`config.mk`:
```
export PLATFORM = sky130hd
export DESIGN_NAME = adder_seq_ctrl
export DESIGN_NICKNAME = d
export VERILOG_FILES = /design/src/rtl/adder_pkg.sv /design/src/rtl/rise_det.sv /design/src/rtl/adder_seq_ctrl.sv
export SDC_FILE = /design/constraint.sdc
export NUM_CORES = 1
export LEC_CHECK = 0
export CAP_MARGIN = 20
export CORE_MARGIN = 5
export CORE_UTILIZATION = 43
export DETAILED_ROUTE_END_ITERATION = 10
export GPL_TIMING_DRIVEN = 1
export HOLD_SLACK_MARGIN = 0.02
export PLACE_DENSITY = 0.72
export RECOVER_POWER = 25
export SETUP_SLACK_MARGIN = 0.4
export SYNTH_ARGS = -nofsm -noshare
export SYNTH_HDL_FRONTEND = slang
export SYNTH_HIERARCHICAL = 1
export SYNTH_SLANG_ARGS = --single-unit
```
`constraint.sdc`:
```
create_clock -name clk -period 1.6 [get_ports clk]
set_input_delay 0.16 -clock clk [delete_from_list [all_inputs] [get_ports clk]]
set_output_delay 0.16 -clock clk [all_outputs]
set_load 0.005 [all_outputs]
```
`src/rtl/adder_pkg.sv`:
```
// Shared definitions for the 381-bit add-and-transmit sequencer:
// state encodings and the default watchdog limit.
package adder_pkg;

    localparam int STATE_W            = 3;
    localparam int TIMEOUT_CYCLES_DEF = 50_000_000;  // 0.5 s at 100 MHz

    typedef enum logic [STATE_W-1:0] {
        ST_IDLE     = 3'd0,
        ST_RX_A     = 3'd1,
        ST_RX_B     = 3'd2,
        ST_ADD_GO   = 3'd3,
        ST_ADD_WAIT = 3'd4,
        ST_TX_GO    = 3'd5,
        ST_TX_WAIT  = 3'd6,
        ST_DONE     = 3'd7
    } state_e;

endpackage

```
`src/rtl/rise_det.sv`:
```
// Registered rising-edge detector: rise is high while d is high and was low
// at the previous clk edge. Synchronous active-low reset.
module rise_det (
    input  logic clk,
    input  logic reset,
    input  logic d,
    output logic rise
);

    logic d_q;
    logic d_d;

    always_comb d_d = d;

    always_ff @(posedge clk) begin
        if (!reset) d_q <= 1'b0;
        else        d_q <= d_d;
    end

    assign rise = d & ~d_q;

endmodule

```
`src/rtl/adder_seq_ctrl.sv`:
```
// Sequencer for rx A -> rx B -> add -> tx. Moore outputs are registered.
// Optional per-phase watchdog enabled by defining ADDER_SEQ_TIMEOUT_EN.
module adder_seq_ctrl
    import adder_pkg::*;
#(
    parameter int RUN_CNT_W      = 16,
    parameter int TIMEOUT_CYCLES = TIMEOUT_CYCLES_DEF,
    parameter int TO_CNT_W       = 26
) (
    input  logic                 clk,
    input  logic                 reset,
    input  logic                 go,
    input  logic                 abort,
    input  logic                 rx_a_done,
    input  logic                 rx_b_done,
    input  logic                 add_done,
    input  logic                 tx_done,
    output logic                 en_rx_a,
    output logic                 en_rx_b,
    output logic                 start_add,
    output logic                 start_tx,
    output logic                 busy,
    output logic                 seq_done,
    output logic                 err_timeout,
    output logic [STATE_W-1:0]   state_o,
    output logic [RUN_CNT_W-1:0] run_count
);

    state_e               state_q, state_d;
    logic [RUN_CNT_W-1:0] run_count_q, run_count_d;
    logic en_rx_a_q, en_rx_a_d, en_rx_b_q, en_rx_b_d;
    logic start_add_q, start_add_d, start_tx_q, start_tx_d;
    logic busy_q, busy_d, seq_done_q, seq_done_d;
    logic rise_a, rise_b, rise_add, rise_tx;
    logic wait_st, phase_rise, expire;

    rise_det u_rise_a   (.clk(clk), .reset(reset), .d(rx_a_done), .rise(rise_a));
    rise_det u_rise_b   (.clk(clk), .reset(reset), .d(rx_b_done), .rise(rise_b));
    rise_det u_rise_add (.clk(clk), .reset(reset), .d(add_done),  .rise(rise_add));
    rise_det u_rise_tx  (.clk(clk), .reset(reset), .d(tx_done),   .rise(rise_tx));

`ifdef ADDER_SEQ_TIMEOUT_EN
    localparam logic [TO_CNT_W-1:0] TO_LAST = TO_CNT_W'(TIMEOUT_CYCLES - 1);
    logic [TO_CNT_W-1:0] to_cnt_q, to_cnt_d;
    logic                err_q, err_d;
`else
    logic unused_cfg;
    assign unused_cfg = ^{32'(TIMEOUT_CYCLES), 32'(TO_CNT_W)};
`endif

    always_comb begin
        wait_st    = 1'b0;
        phase_rise = 1'b0;
        case (state_q)
            ST_RX_A:     begin wait_st = 1'b1; phase_rise = rise_a;   end
            ST_RX_B:     begin wait_st = 1'b1; phase_rise = rise_b;   end
            ST_ADD_WAIT: begin wait_st = 1'b1; phase_rise = rise_add; end
            ST_TX_WAIT:  begin wait_st = 1'b1; phase_rise = rise_tx;  end
            default: ;
        endcase

`ifdef ADDER_SEQ_TIMEOUT_EN
        // A done edge on the expiry cycle still completes the phase.
        expire = wait_st && (to_cnt_q == TO_LAST) && !phase_rise;
`else
        expire = 1'b0;
`endif

        state_d     = state_q;
        run_count_d = run_count_q;
        case (state_q)
            ST_IDLE:     if (go)         state_d = ST_RX_A;
            ST_RX_A:     if (phase_rise) state_d = ST_RX_B;
            ST_RX_B:     if (phase_rise) state_d = ST_ADD_GO;
            ST_ADD_GO:                   state_d = ST_ADD_WAIT;
            ST_ADD_WAIT: if (phase_rise) state_d = ST_TX_GO;
            ST_TX_GO:                    state_d = ST_TX_WAIT;
            ST_TX_WAIT:  if (phase_rise) state_d = ST_DONE;
            ST_DONE: begin
                state_d     = ST_IDLE;
                run_count_d = run_count_q + RUN_CNT_W'(1);
            end
            default:                     state_d = ST_IDLE;
        endcase
        if (expire) state_d = ST_IDLE;
        if (abort) begin
            state_d     = ST_IDLE;
            run_count_d = run_count_q;
        end

`ifdef ADDER_SEQ_TIMEOUT_EN
        err_d = err_q;
        if (expire && !abort)
            err_d = 1'b1;
        else if (state_q == ST_IDLE && state_d == ST_RX_A)
            err_d = 1'b0;
        to_cnt_d = (state_d != state_q || !wait_st) ? '0 : to_cnt_q + TO_CNT_W'(1);
`endif

        en_rx_a_d   = (state_d == ST_RX_A);
        en_rx_b_d   = (state_d == ST_RX_B);
        start_add_d = (state_d == ST_ADD_GO);
        start_tx_d  = (state_d == ST_TX_GO);
        busy_d      = (state_d != ST_IDLE);
        seq_done_d  = (state_d == ST_DONE);
    end

    always_ff @(posedge clk) begin
        if (!reset) begin
            state_q     <= ST_IDLE;
            run_count_q <= '0;
            en_rx_a_q   <= 1'b0;
            en_rx_b_q   <= 1'b0;
            start_add_q <= 1'b0;
            start_tx_q  <= 1'b0;
            busy_q      <= 1'b0;
            seq_done_q  <= 1'b0;
`ifdef ADDER_SEQ_TIMEOUT_EN
            to_cnt_q    <= '0;
            err_q       <= 1'b0;
`endif
        end else begin
            state_q     <= state_d;
            run_count_q <= run_count_d;
            en_rx_a_q   <= en_rx_a_d;
            en_rx_b_q   <= en_rx_b_d;
            start_add_q <= start_add_d;
            start_tx_q  <= start_tx_d;
            busy_q      <= busy_d;
            seq_done_q  <= seq_done_d;
`ifdef ADDER_SEQ_TIMEOUT_EN
            to_cnt_q    <= to_cnt_d;
            err_q       <= err_d;
`endif
        end
    end

    assign en_rx_a   = en_rx_a_q;
    assign en_rx_b   = en_rx_b_q;
    assign start_add = start_add_q;
    assign start_tx  = start_tx_q;
    assign busy      = busy_q;
    assign seq_done  = seq_done_q;
    assign state_o   = state_q;
    assign run_count = run_count_q;
`ifdef ADDER_SEQ_TIMEOUT_EN
    assign err_timeout = err_q;
`else
    assign err_timeout = 1'b0;
`endif

endmodule

```
Word level (Yosys, flattened, before mapping)
Cells that the tools add are included.
{"block": "word_totals", "ff_bits": 29, "in_bits": 8, "out_inout_bits": 26}
{"block": "op_classes", "add_sub_neg": 1, "n_eq_ne": 12, "mux": 8, "bitwise_logic": 9, "reduce_logical": 3}
{"cell": "$pmux W3 S8", "count": 1}
{"cell": "$eq A3 B3 Y1 const B", "count": 6}
{"cell": "$mux W3", "count": 6}
{"cell": "$add A16 B1 Y16 const B", "count": 1}
{"cell": "$eq A3 B2 Y1 const B", "count": 4}
{"cell": "$eq A3 B1 Y1 const B", "count": 2}
{"cell": "$not A1 Y1", "count": 5}
{"cell": "$and A1 B1 Y1", "count": 4}
{"cell": "$pmux W1 S4", "count": 1}
{"cell": "$logic_not A3 Y1", "count": 1}
{"cell": "$reduce_bool A3 Y1", "count": 1}
{"cell": "$reduce_and A2 Y1", "count": 1}

Logic depth before layout (Yosys ltp)
{"block": "logic_depth", "ltp_word": 7, "depth_mapped": 6}

By module
Netlist, hierarchy kept.
{"mod": "adder_seq_ctrl", "instances": 1, "cells_per_inst": 136, "area_each_um2": 1176.1}
{"mod": "rise_det", "instances": 4, "cells_per_inst": 3, "area_each_um2": 40.0}

Worst setup path before layout
No wires, ideal clock.
{"block": "synth_path", "path_kind": "register to register", "from": "register run_count_q[0] (netlist: run_count[0])", "to": "register run_count_q[12] (netlist: run_count[12])", "setup_ps": 71, "t_arrival_ps": 1737, "required_time_ps": 1529, "path_slack_ps": -208, "path_stages_with_launch": 6, "path_buffers": 0, "synth_period_minus_slack_ps": 1808, "path_cell_list": "dfxtp_1 ha_1 and4_1 or4b_4 or3_1 a21oi_1"}
{"block": "synth_between", "elab_chain_len": 1}
{"item": "start: declaration", "line_no": "adder_seq_ctrl.sv:30", "text": "logic [RUN_CNT_W-1:0] run_count_q, run_count_d;"}
{"item": "start signal: assignment", "line_no": "adder_seq_ctrl.sv:124", "text": "run_count_q <= run_count_d;"}
{"item": "$add A16 B1 Y16", "line_no": "adder_seq_ctrl.sv:81", "text": "run_count_d = run_count_q + RUN_CNT_W'(1);"}
No other way between the ends.
A chain may end at the register's enable or synchronous reset.

Final worst setup path
Ends and elaborated chain as after synthesis.

==> results.py <==
metrics = {
    "cts": {
        "cts.clk_slew.worst_paths_ps": 80,
        "insertion_delay_ps": 320,
        "clk_path_buf_depth": 2,
        "cts-root-buf": "clkbuf_4",
        "cts_tree": "built",
        "cts_sinks": 29,
        "h-tree-depth": 2,
        "cts_buffers": 5,
        "cts_hold_buffers": 0,
    },
    "hold_path": {
        "min_path_type": "in2reg",
        "hold_path_end": "u_rise_add/d_q",
        "hold_path_depth": 2,
        "hold_start": "add_done",
    },
    "grt": {
        "overflow": 0,
        "antenna_found_initial": 0,
        "grt_max_degree": 18,
        "grtUsageTotal": 0.186,
        "grt_pass1_vias": 1448,
        "grt_pass1_wl_um": 6150,
    },
    "logic_synthesis": {
        "netlist.area_leader.share": 0.434,
        "syn_nets": 157,
        "syn_inst": 148,
        "ys_warn_count": 6,
        "synthTopCellsByArea": "dfxtp_1 43%, xnor2_1 5.9%, nor2b_4 4.1%",
        "ys_ff_latch": 29,
        "ys_async_sr_fraction": 0,
        "synth-edff-count": 0,
        "avgSynthCellArea_um2": 9.03,
        "syn-cell-area_um2": 1340,
        "ys_types": 36,
        "ys_seq_area_frac": 0.434,
        "synth_ff_type": "dfxtp_1",
        "synth_largest_area_cell": "dfxtp_1",
    },
    "critical_path": {
        "worstReg2RegEnd": "run_count[12]",
        "crit_fanout": 3,
        "r2r_cells": 5,
        "cp-start-kind": "register",
        "reg2reg_from": "run_count[0]",
        "arrival_ps": 1950,
        "regToRegSetupSlack_ps": -90,
        "critPathKind": "reg2reg",
        "cp-end-kind": "register",
        "cp.required_ps": 1860,
    },
    "route": {
        "vias": 1429,
        "first_iter_violations": 68,
        "drt_wl_total_um": 3920,
        "wl_per_cell_um": 14.3,
        "drc": 0,
        "detail-route-antenna-nets": 0,
        "wl_met3_um": 157,
        "wl_met2_um": 2110,
        "wl_met1_um": 1590,
        "first_pass_iters": 4,
        "routed_via_density": 5.20,
        "dr.max_layer_used": "met4",
    },
    "place": {
        "gp_congestion": 0.813,
        "dp_slack_ps": -236,
        "place_inst": 241,
        "postPlaceCellArea_um2": 1900,
        "dp_hpwl_um": 2390,
        "io_buffers": 32,
    },
    "final_layout": {
        "area_delta_synth_final_pct": 78.2,
        "fin_area_um2": 2380,
        "fillers": 187,
        "final_cell_mix": "31 x buf_4, 19 x buf_6, 14 x nor2_1",
        "fin_util": 0.786,
        "drive_gt1_frac": 0.524,
        "instances_no_fill": 275,
        "fin_nets": 239,
        "final_common_cell": "buf_4",
        "insertedDiodeCount": 0,
    },
    "timing": {
        "post-route-min-period_ps": 1690,
        "fin_ws_ps": -87.3,
        "hold_violations": 0,
        "fin_crit_sh": 1.05,
        "drv_slew": 0,
        "skew_ps": 5.85,
        "grt_setup_unrepaired": "yes",
        "fmax_mhz": 593,
        "finalSetupViolCount": 6,
        "holdWs_ps": 433,
    },
    "floorplan": {
        "ios": 34,
        "dieHeight_um": 65.7,
        "dieArea_um2": 4320,
        "initial_core_util": 0.441,
        "core_um2": 3030,
        "die_w_um": 65.7,
        "rows": 20,
    },
    "power_and_ir_drop": {
        "p_leak_nw": 1.04,
        "ir_drop_mv": 0.417,
        "power.density_nw_per_um2": 562,
    },
    "run_status": {
        "status": "complete, but fails checks",
        "violations": "setup timing",
    },
    "run": {
        "cap_violations": 0,
    },
}
==> layer usage <==
metal  track usage  vias to the layer above
met4        0.0596                        0
met1         0.200                      705
met2         0.342                       39
met5             0                        -
met3        0.0564                        7
li1              -                      678
==> synthesized netlist by cell type, drive strengths merged (4+ instances only) <==
library cell   n
nor2b          4
a21oi          8
xor2           5
buf            4
o21ai          8
and2           5
inv            5
xnor2          9
dfxtp         29
nand2          9
nor3           7
nand3          6
or3            4
nor2          14
==> area by class of cell <==
| type | instances | area (µm²) | share of cell area |
|---|---|---|---|
| Clock buffer | 8 | 58.8 | 0.0247 |
| Inverter | 6 | 25.0 | 0.0105 |
| Multi-Input combinational cell | 106 | 866 | 0.364 |
| Sequential cell | 29 | 616 | 0.259 |
| Tap cell | 44 | 55.1 | 0.0231 |
| Timing Repair Buffer | 82 | 761 | 0.319 |
==> flip-flops by register name, indices dropped and copies added (netlist names) <==
name	count
start_tx	1
u_rise_add/d_q	1
en_rx_a	1
en_rx_b	1
u_rise_b/d_q	1
start_add	1
state_o	3
busy	1
u_rise_tx/d_q	1
run_count	16
u_rise_a/d_q	1
seq_done	1
==> worst max-delay path: stages (launching register included) <==
cell     delay, ps
dfxtp_4        370
ha_4           130
and4_1         200
or4b_4         470
or3_1          340
a21oi_2        120
==> what timing repair did <==
item                                    CTS  global route
endpoints found under the setup margin   48            37
cloned                                    0             0
resized for setup                        90            28
setup buffers                            20             6
pin swaps                                18            10
==> how the worst max path moves through the flow <==
stage	from	endpoint	slack, ps	cells past startpoint
after floorplan	run_count[0]	run_count[12]	-70	5
after global placement	abort	run_count[12]	-220	5
after detailed placement	abort	run_count[14]	-240	5
after CTS	run_count[0]	run_count[12]	-70	5
after global routing	run_count[0]	run_count[12]	-170	5
final	run_count[0]	run_count[12]	-90	5
==> report_power, final <==
group | total, mW | internal [mW] | switching (mW)
Combinational | 0.145 | 0.0815 | 0.0633
Clock | 0.462 | 0.217 | 0.245
Sequential | 0.731 | 0.724 | 0.00680
Total | 1.34 | 1.02 | 0.316
==> cells by family (layout without fill, tap and decap cells) <==
logic type / after synthesis / after routing / synth area share
buf+inv: 13 / 96 / 0.0468
mux: 2 / 2 / 0.0150
xor+xnor: 14 / 14 / 0.0918
other cells: 1 / 1 / 0.00281
compound gates: 21 / 21 / 0.0871
flops: 29 / 29 / 0.434
simple gates: 67 / 67 / 0.313
fa+ha+maj: 1 / 1 / 0.00936
==> stage by stage <==
stage / TNS (ps) / power, mW
floorplan: -147 / 0.805
global placement: -1200 / 0.851
detailed placement: -1550 / 0.853
CTS: -238 / 1.34
global route: -781 / 1.41
finish: -297 / 1.34
(Power assumes the default switching activity.)
